===== src/rtl/cycles_period_meter_pkg.sv =====
// Shared types and constants for the cycles period meter.
// The top level derives its own all-ones limit from its WIDTH parameter.
package cycles_meter_pkg;

  typedef enum logic [1:0] {
    IDLE,
    ARM,
    MEASURE
  } meter_state_t;

  localparam int DEFAULT_WIDTH = 28;
  localparam logic [DEFAULT_WIDTH-1:0] CNT_MAX = {DEFAULT_WIDTH{1'b1}};

endpackage


===== src/rtl/cycles_period_meter_event_edge_sync.sv =====
// Optional input synchroniser followed by a registered rising-edge detector.
// The rise output is one cycle behind the synchronised level.
module event_edge_sync #(
  parameter int SYNC_STAGES = 0
) (
  input  logic clock,
  input  logic reset,
  input  logic event_in,
  output logic rise
);

  logic ev_s;
  logic ev_d_reg;
  logic rise_reg;

  generate
    if (SYNC_STAGES == 0) begin : g_direct
      assign ev_s = event_in;
    end else begin : g_sync
      logic [SYNC_STAGES-1:0] sync_reg;

      always_ff @(posedge clock) begin
        if (reset) begin
          sync_reg <= '0;
        end else begin
          sync_reg[0] <= event_in;
          for (int i = 1; i < SYNC_STAGES; i++) begin
            sync_reg[i] <= sync_reg[i-1];
          end
        end
      end

      assign ev_s = sync_reg[SYNC_STAGES-1];
    end
  endgenerate

  // ev_d clears on reset, so a level already high when reset lifts yields one rise.
  always_ff @(posedge clock) begin
    if (reset) begin
      ev_d_reg <= 1'b0;
      rise_reg <= 1'b0;
    end else begin
      ev_d_reg <= ev_s;
      rise_reg <= ev_s & ~ev_d_reg;
    end
  end

  assign rise = rise_reg;

endmodule


===== src/rtl/cycles_period_meter.sv =====
// Counts clock cycles between consecutive rising edges of event_in and hands each
// period to the consumer through a single valid/ready output register.
module cycles_period_meter
  import cycles_meter_pkg::*;
#(
  parameter int WIDTH       = DEFAULT_WIDTH,
  parameter int SYNC_STAGES = 0
) (
  input  logic             clock,
  input  logic             reset,
  input  logic             enable,
  input  logic             event_in,
  output logic [WIDTH-1:0] period_out,
  output logic             period_valid,
  input  logic             period_ready,
  output logic             overflow,
  output logic             overrun
);

  localparam logic [WIDTH-1:0] CNT_MAX_W = {WIDTH{1'b1}};
  localparam logic [WIDTH-1:0] CNT_ONE   = WIDTH'(1);

  meter_state_t     state_reg, state_next;
  logic [WIDTH-1:0] count_reg, count_next;
  logic             sat_reg, sat_next;
  logic [WIDTH-1:0] period_reg;
  logic             valid_reg;
  logic             overflow_reg;
  logic             overrun_reg;
  logic             rise;
  logic             result_event;
  logic             load;
  logic             drop;

  event_edge_sync #(
    .SYNC_STAGES(SYNC_STAGES)
  ) u_edge (
    .clock   (clock),
    .reset   (reset),
    .event_in(event_in),
    .rise    (rise)
  );

  always_ff @(posedge clock) begin
    if (reset) begin
      state_reg <= IDLE;
      count_reg <= '0;
      sat_reg   <= 1'b0;
    end else begin
      state_reg <= state_next;
      count_reg <= count_next;
      sat_reg   <= sat_next;
    end
  end

  // sat_reg marks a count that tried to pass CNT_MAX, so an exact CNT_MAX period is not flagged.
  always_comb begin
    state_next   = state_reg;
    count_next   = count_reg;
    sat_next     = sat_reg;
    result_event = 1'b0;
    case (state_reg)
      IDLE: begin
        count_next = '0;
        sat_next   = 1'b0;
        if (enable) state_next = ARM;
      end
      ARM: begin
        if (rise) begin
          state_next = MEASURE;
          count_next = CNT_ONE;
          sat_next   = 1'b0;
        end
      end
      MEASURE: begin
        if (rise) begin
          result_event = 1'b1;
          count_next   = CNT_ONE;
          sat_next     = 1'b0;
        end else if (count_reg == CNT_MAX_W) begin
          sat_next = 1'b1;
        end else begin
          count_next = count_reg + CNT_ONE;
        end
      end
      default: state_next = IDLE;
    endcase
    if (!enable) begin
      state_next   = IDLE;
      count_next   = '0;
      sat_next     = 1'b0;
      result_event = 1'b0;
    end
  end

  assign load = result_event && (!valid_reg || period_ready);
  assign drop = result_event && valid_reg && !period_ready;

  always_ff @(posedge clock) begin
    if (reset) begin
      period_reg   <= '0;
      valid_reg    <= 1'b0;
      overflow_reg <= 1'b0;
      overrun_reg  <= 1'b0;
    end else begin
      if (load) begin
        period_reg   <= count_reg;
        overflow_reg <= sat_reg;
        valid_reg    <= 1'b1;
      end else if (valid_reg && period_ready) begin
        valid_reg <= 1'b0;
      end
      if (drop) overrun_reg <= 1'b1;
    end
  end

  assign period_out   = period_reg;
  assign period_valid = valid_reg;
  assign overflow     = overflow_reg;
  assign overrun      = overrun_reg;

endmodule


===== config.mk =====
export PLATFORM = sky130hd
export DESIGN_NAME = cycles_period_meter
export DESIGN_NICKNAME = d
export VERILOG_FILES = /design/src/rtl/cycles_period_meter_pkg.sv /design/src/rtl/cycles_period_meter_event_edge_sync.sv /design/src/rtl/cycles_period_meter.sv
export SDC_FILE = /design/constraint.sdc
export NUM_CORES = 1
export LEC_CHECK = 0
export ABC_AREA = 1
export CORE_ASPECT_RATIO = 1.75
export CORE_MARGIN = 2
export CORE_UTILIZATION = 39
export CTS_CLUSTER_SIZE = 14
export DETAILED_ROUTE_END_ITERATION = 7
export SETUP_SLACK_MARGIN = 0.2
export SLEW_MARGIN = 20
export SYNTH_ARGS = -nofsm -noshare
export SYNTH_HDL_FRONTEND = slang
export SYNTH_HIERARCHICAL = 1
export SYNTH_SLANG_ARGS = --single-unit
export TNS_END_PERCENT = 10

===== constraint.sdc =====
create_clock -name clock -period 1.9 [get_ports clock]
set_input_delay 0.19 -clock clock [delete_from_list [all_inputs] [get_ports clock]]
set_output_delay 0.19 -clock clock [all_outputs]
set_load 0.005 [all_outputs]

==> run_results.csv, run 1 <==
group,metric,value,unit
sta,finalHoldViolCount,0,
synthesis,synth_top_family_by_area,"simple AND/OR/NAND/NOR gates",
worst_hold_path,min_to,"u_edge/rise$_SDFF_PP0_",
cells_and_area,register_area,1300,um2
die,die_h,128,um
die,ioPinCount,36,
critical_path,r2r_start,"count_reg[1]$_SDFFE_PP0P_",
critical_path,reg2reg_depth,12,
grt,grt_max_degree,57,
power_and_ir_drop,p_seq_frac,0.402,
synthesis,synthXorXnorAreaFrac,0,
synthesis,mappedNetlistArea,3410,um2
sta,final.setup.tns,0,ns
cts,cts-root-buf,"clkbuf_16",
detailed_routing,drc_errors,0,
grt,grt_pass1_wl,15600,um
detailed_routing,num_vias,3552,
cts,cts_tree,"yes",
cells_and_area,multi_input_area,1920,um2
job,drv_cap,0,
cells_and_area,insertedDiodeCount,0,
die,die_w,74.7,um
sta,period_minus_slack,1.70,ns
sta,slew_viol_final,0,
cells_and_area,num-fill-cells,816,
placement,numPortBuffers,35,
grt,grt_overflow,0,
detailed_routing,met2_wirelength,5770,um
cells_and_area,syn_to_final_growth,39.4,%
synthesis,synthTopCellsByArea,"dfxtp_1, nand2_1, nor2_1",
power_and_ir_drop,p_sw,0.846,mW
sta,rsz0062_at_grt,"yes",
worst_hold_path,hp-start,"u_edge/ev_d_reg$_SDFF_PP0_",
placement,place_ws,0.0460,ns
synthesis,synth_cell_type_count,25,
synthesis,synthSimpleGateAreaFrac,0.382,
grt,grt_pass1_vias,3328,
synthesis,ys_ff_latch,64,
die,rows,45,
sta,fin_ws,0.200,ns
placement,gp_congestion,0.866,
detailed_routing,dr.pass1.iters,5,
power_and_ir_drop,leakage,2.02,nW
die,die_area,9550,um2
synthesis,yosys.area_share.adder,0.0183,
sta,period_share,0.895,
power_and_ir_drop,swShare,0.247,
placement,dp.final_hpwl,6860,um
worst_hold_path,min_path_cells,1,
critical_path,worst_ep_required_time,2.17,ns
cts,cts_buffer_depth,2,
sta,skew,0.00564,ns
critical_path,cp_max_fo,4,
synthesis,synthesis.area_per_instance,6.38,um2
cts,clock_sinks,64,
grt,grt_antenna_before_repair,0,
power_and_ir_drop,ir_worst_vdd,683,uV
critical_path,r2r-end,"count_reg[19]$_SDFFE_PP0P_",
detailed_routing,drtIter0Drc,183,
synthesis,synthesis.nets,545,
cts,cts_max_level,3,
critical_path,start_kind,"flop",
critical_path,worst-r2r-setup-slack,0.20,ns
power_and_ir_drop,p_int,2.58,mW
detailed_routing,wirelength,10500,um
synthesis,yosys_warnings,6,
detailed_routing,met3_length,318,um
power_and_ir_drop,combPwrFrac,0.105,
cells_and_area,fin_nets,613,
cts,clk_pin_slew,0.05,ns
cts,ctsHoldBuffers,0,
detailed_routing,wire_per_inst,14.4,um
die,core_area,8610,um2
sta,setup_viol,0,
critical_path,path_class,"reg -> reg",
synthesis,yosys.area.top_type,"dfxtp_1",
critical_path,cp.arrival,1.97,ns
critical_path,end_kind,"flop",
detailed_routing,top_layer,"met4",
cells_and_area,drive_above_1_share,0.178,
cts,numCtsBuffers,9,
die,start_util,0.396,
synthesis,syn_inst,535,
detailed_routing,wl_met1,4050,um
sta,tightest_slew,0.321,ns
cts,clock_latency,0.34,ns
synthesis,synth.mux.area_fraction,0,
status,outcome,"finished clean",
grt,gr-usage-all-layers,0.216,
detailed_routing,ant_nets,0,
detailed_routing,viasPerCell,4.90,
synthesis,synth_top_area_frac,0.375,
worst_hold_path,min_path_type,"reg -> reg",
sta,relSlewSlack,0.783,
power_and_ir_drop,clock_power_share,0.493,
power_and_ir_drop,powerDensity,719,nW/um2
synthesis,synth_compound_area_frac,0.105,
sta,fmax,0.588,GHz
synthesis,ys_seq_area_frac,0.375,
## what timing repair did
action                     CTS  global route
setup endpoints to repair   55            57
resized for setup           11            48
setup buffers                0            15
pin swaps                    1            16
gates cloned                 0             6
## logic make-up after synthesis
logic type      after synthesis
compound gates               70
fa+ha+maj                     5
buf+inv                      96
flops                        64
simple gates                300
## final cells by class
type / count / area share
clock buffer: 11 / 0.0531
clock inverter: 5 / 0.0116
timing repair buffer: 75 / 0.168
inverter: 75 / 0.0592
sequential: 64 / 0.273
tap: 117 / 0.0308
multi-input combinational: 378 / 0.404
## per-layer routing
metal | vias to the layer above | global-route usage
met3 | 21 | 0.0464
met5 | - | 0
met1 | 1636 | 0.231
met4 | 0 | 0.103
li1 | 1817 | -
met2 | 78 | 0.388
## layout by cell type (no fill, tap or decap), drive strengths merged
master / synthesis / layout
buf: 16 / 37
nor2: 89 / 89
a21oi: 35 / 35
clkdlybuf4s50: 0 / 35
o311ai: 1 / 1
nor3: 2 / 2
bufinv: 0 / 1
clkbuf: 5 / 14
inv: 75 / 75
o2111ai: 1 / 1
dfxtp: 64 / 64
clkinvlp: 0 / 2
and2: 2 / 2
nand2: 149 / 152
clkinv: 0 / 2
o21ai: 33 / 33
nand3: 50 / 50
ha: 5 / 5
nand4: 8 / 8
## critical path, stage by stage (launching register included)
cell and delay (ns):
dfxtp_4 0.37, ha_4 0.16, nand2_4 0.06, nor2_4 0.14, nand2_4 0.09, nor2_8 0.17, buf_6 0.12, nand3_4 0.08
nand2_8 0.11, nand2_2 0.11, nand2_1 0.08, inv_1 0.04, nor2_1 0.09
## stage by stage
| step | std cells | hold slack [ns] | power (mW) | area [um2] | util |
|---|---|---|---|---|---|
| 2_1_floorplan | 535 | 0.259 | 1.59 | 3410 | - |
| 3_3_place_gp | 688 | 0.390 | 1.65 | 3980 | 0.461 |
| 3_5_place_dp | 688 | 0.397 | 1.66 | 3980 | 0.461 |
| 4_1_cts | 704 | 0.407 | 3.36 | 4310 | 0.501 |
| 5_1_grt | 725 | 0.422 | 3.55 | 4760 | 0.552 |
| 6_report | 725 | 0.404 | 3.42 | 4760 | 0.552 |
## power groups by stage
stage          Clock (mW)  Combinational, mW  Sequential, mW
2_1_floorplan           0              0.195            1.40
3_3_place_gp            0              0.250            1.40
3_5_place_dp            0              0.254            1.40
4_1_cts              1.72              0.265            1.38
5_1_grt              1.78              0.394            1.38
6_report             1.69              0.358            1.38
## cells in the mapped netlist
library cell  count
nand2_1         142
nor2_1           82
inv_1            74
dfxtp_1          64
nand3_1          49
a21oi_1          35
o21ai_0          33
buf_2            10
nand4_1           7
clkbuf_1          5
ha_1              5
nand2_2           5
nor2_2            4
buf_4             3
buf_6             3
and2_1            2
nand2_4           2
nor2_4            2
nor3_1            2
inv_2             1
nand3_2           1
nand4_4           1
nor2_8            1
o2111ai_1         1
o311ai_0          1
## how the worst max path moves through the flow
stage | startpoint | cells past startpoint | endpoint
2_1_floorplan | state_reg[0]$_SDFFE_PP0P_ | 12 | count_reg[12]$_SDFFE_PP0P_
3_3_place_gp | count_reg[1]$_SDFFE_PP0P_ | 10 | count_reg[17]$_SDFFE_PP0P_
3_5_place_dp | count_reg[1]$_SDFFE_PP0P_ | 9 | count_reg[4]$_SDFFE_PP0P_
4_1_cts | state_reg[0]$_SDFFE_PP0P_ | 9 | period_out[7]$_SDFFE_PP0P_
5_1_grt | count_reg[1]$_SDFFE_PP0P_ | 12 | count_reg[20]$_SDFFE_PP0P_
6_report | count_reg[1]$_SDFFE_PP0P_ | 12 | count_reg[19]$_SDFFE_PP0P_
Note: power is estimated with default switching activity, not from simulation.
==> run 2: changes to the inputs <==
--- a/config.mk
+++ b/config.mk
@@ -7,7 +7,6 @@
 export LEC_CHECK = 0
 export ABC_AREA = 1
 export CORE_ASPECT_RATIO = 1.75
-export CORE_MARGIN = 2
 export CORE_UTILIZATION = 39
 export CTS_CLUSTER_SIZE = 14
 export DETAILED_ROUTE_END_ITERATION = 7
==> run_results.csv, run 2 (synthesis gave the netlist of run 1 again) <==
group,metric,value,unit
grt,gr-usage-all-layers,0.212,
sta,tightest_slew,0.509,ns
sta,final.setup.tns,0,ns
sta,period_share,0.874,
cts,clock_latency,0.33,ns
placement,gp_congestion,0.896,
status,outcome,"finished clean",
die,ioPinCount,36,
cells_and_area,layout_commonest_cell,"nand2_1",
cells_and_area,insertedDiodeCount,0,
die,die_area,9140,um2
detailed_routing,wirelength,9580,um
power_and_ir_drop,ir_worst_vdd,584,uV
detailed_routing,num_vias,3463,
detailed_routing,wire_per_inst,13.7,um
detailed_routing,drc_errors,0,
cts,cts_tree,"yes",
critical_path,path_class,"reg -> reg",
grt,grt_pass1_wl,15000,um
sta,hold_slack,0.402,ns
cts,cts_max_level,3,
sta,fmax,0.602,GHz
cells_and_area,layout_common_cells,"nand2_1, inv_1, nor2_1, dfxtp_1, nand3_1",
die,die_h,126,um
die,die_w,72.7,um
grt,grt_overflow,0,
critical_path,start_kind,"flop",
job,drv_cap,0,
detailed_routing,dr.pass1.iters,4,
worst_hold_path,min_path_type,"reg -> reg",
die,start_util,0.408,
sta,finalHoldViolCount,0,
critical_path,worst_ep_required_time,2.13,ns
sta,slew_viol_final,0,
power_and_ir_drop,powerDensity,733,nW/um2
cells_and_area,fin_nets,591,
detailed_routing,viasPerCell,4.94,
sta,skew,0.00678,ns
critical_path,end_kind,"flop",
die,rows,44,
cells_and_area,num-fill-cells,865,
power_and_ir_drop,leakage,1.84,nW
sta,rsz0062_at_grt,"yes",
die,core_area,8370,um2
critical_path,cp_max_fo,10,
placement,numPortBuffers,35,
sta,period_minus_slack,1.66,ns
cts,clk_pin_slew,0.05,ns
cts,clock_sinks,64,
sta,relSlewSlack,0.656,
cts,numCtsBuffers,9,
cts,cts-root-buf,"clkbuf_16",
grt,grt_antenna_before_repair,0,
detailed_routing,ant_nets,0,
grt,grt_pass1_vias,3274,
cts,ctsHoldBuffers,0,
cells_and_area,drive_above_1_share,0.125,
sta,setup_viol,0,
cells_and_area,syn_to_final_growth,29.8,%
detailed_routing,drtIter0Drc,186,
placement,dp.final_hpwl,6550,um
critical_path,cp.arrival,1.89,ns
grt,grt_max_degree,57,
cts,cts_buffer_depth,2,
-- run 2: changes by cell type in the layout (fill, tap and decap cells not counted), sizes merged --
cell | previous run | this run
clkinvlp | 2 | 1
clkinv | 2 | 1
clkbuf | 14 | 16
bufinv | 1 | 0
buf | 37 | 19
nand2 | 152 | 149
-- run 2: critical path, stage by stage, from the launching register on --
cell and delay, ns:
dfxtp_2 0.35, inv_1 0.08, ha_1 0.21, nor2_2 0.13, inv_1 0.07, nor2_2 0.14
nor2_4 0.06, buf_12 0.14, buf_4 0.17, nand3_1 0.09, nand2_1 0.05, inv_1 0.05
nor2_1 0.03
-- run 2: area by class of cell --
| class | count | area [um2] | share of cell area |
|---|---|---|---|
| multi-input combinational | 375 | 1820 | 0.411 |
| sequential | 64 | 1290 | 0.291 |
| timing repair buffer | 56 | 609 | 0.138 |
| inverter | 75 | 284 | 0.0641 |
| clock buffer | 14 | 274 | 0.0618 |
| tap | 115 | 144 | 0.0325 |
| clock inverter | 2 | 12.5 | 0.00282 |
-- run 2: through the flow --
stage               instances  total power [mW]  area [um2]  utilization  setup WS (ns)
floorplan                 535              1.59        3410            -          0.287
global placement          680              1.65        3930        0.469         0.0763
detailed placement        680              1.66        3930        0.469         0.0286
CTS                       696              3.23        4250        0.508          0.146
global route              701              3.38        4430        0.529          0.132
finish                    701              3.25        4430        0.529          0.239
-- run 2: what timing repair did --
action	4_1_cts	5_1_grt
cloned	0	2
buffers inserted	0	3
endpoints found under the setup margin	55	57
pin swaps	1	4
gates resized for setup	9	29
-- run 2: path summary, 6_finish.rpt --
kind                                   start                    endpoint  slack (ns)  cells after the start
setup / recovery   state_reg[1]$_SDFFE_PP0P_  count_reg[11]$_SDFFE_PP0P_        0.24                     12
hold / removal    u_edge/ev_d_reg$_SDFF_PP0_      u_edge/rise$_SDFF_PP0_        0.40                      1
setup reg to reg   state_reg[1]$_SDFFE_PP0P_  count_reg[11]$_SDFFE_PP0P_        0.24                     12
hold reg to reg   u_edge/ev_d_reg$_SDFF_PP0_      u_edge/rise$_SDFF_PP0_        0.40                      1
-- run 2: routing by layer --
layer / part of all wire / vias up / track usage
met3: 0.026 / 23 / 0.0440
met1: 0.40 / 1623 / 0.223
li1: - / 1763 / -
met5: 0 / - / 0
met2: 0.53 / 54 / 0.384
met4: 0.036 / 0 / 0.112
-- run 2: report_power, final --
group | switching [mW] | internal [mW]
Clock | 0.579 | 0.987
Sequential | 0.0178 | 1.36
Combinational | 0.186 | 0.120
Total | 0.782 | 2.47
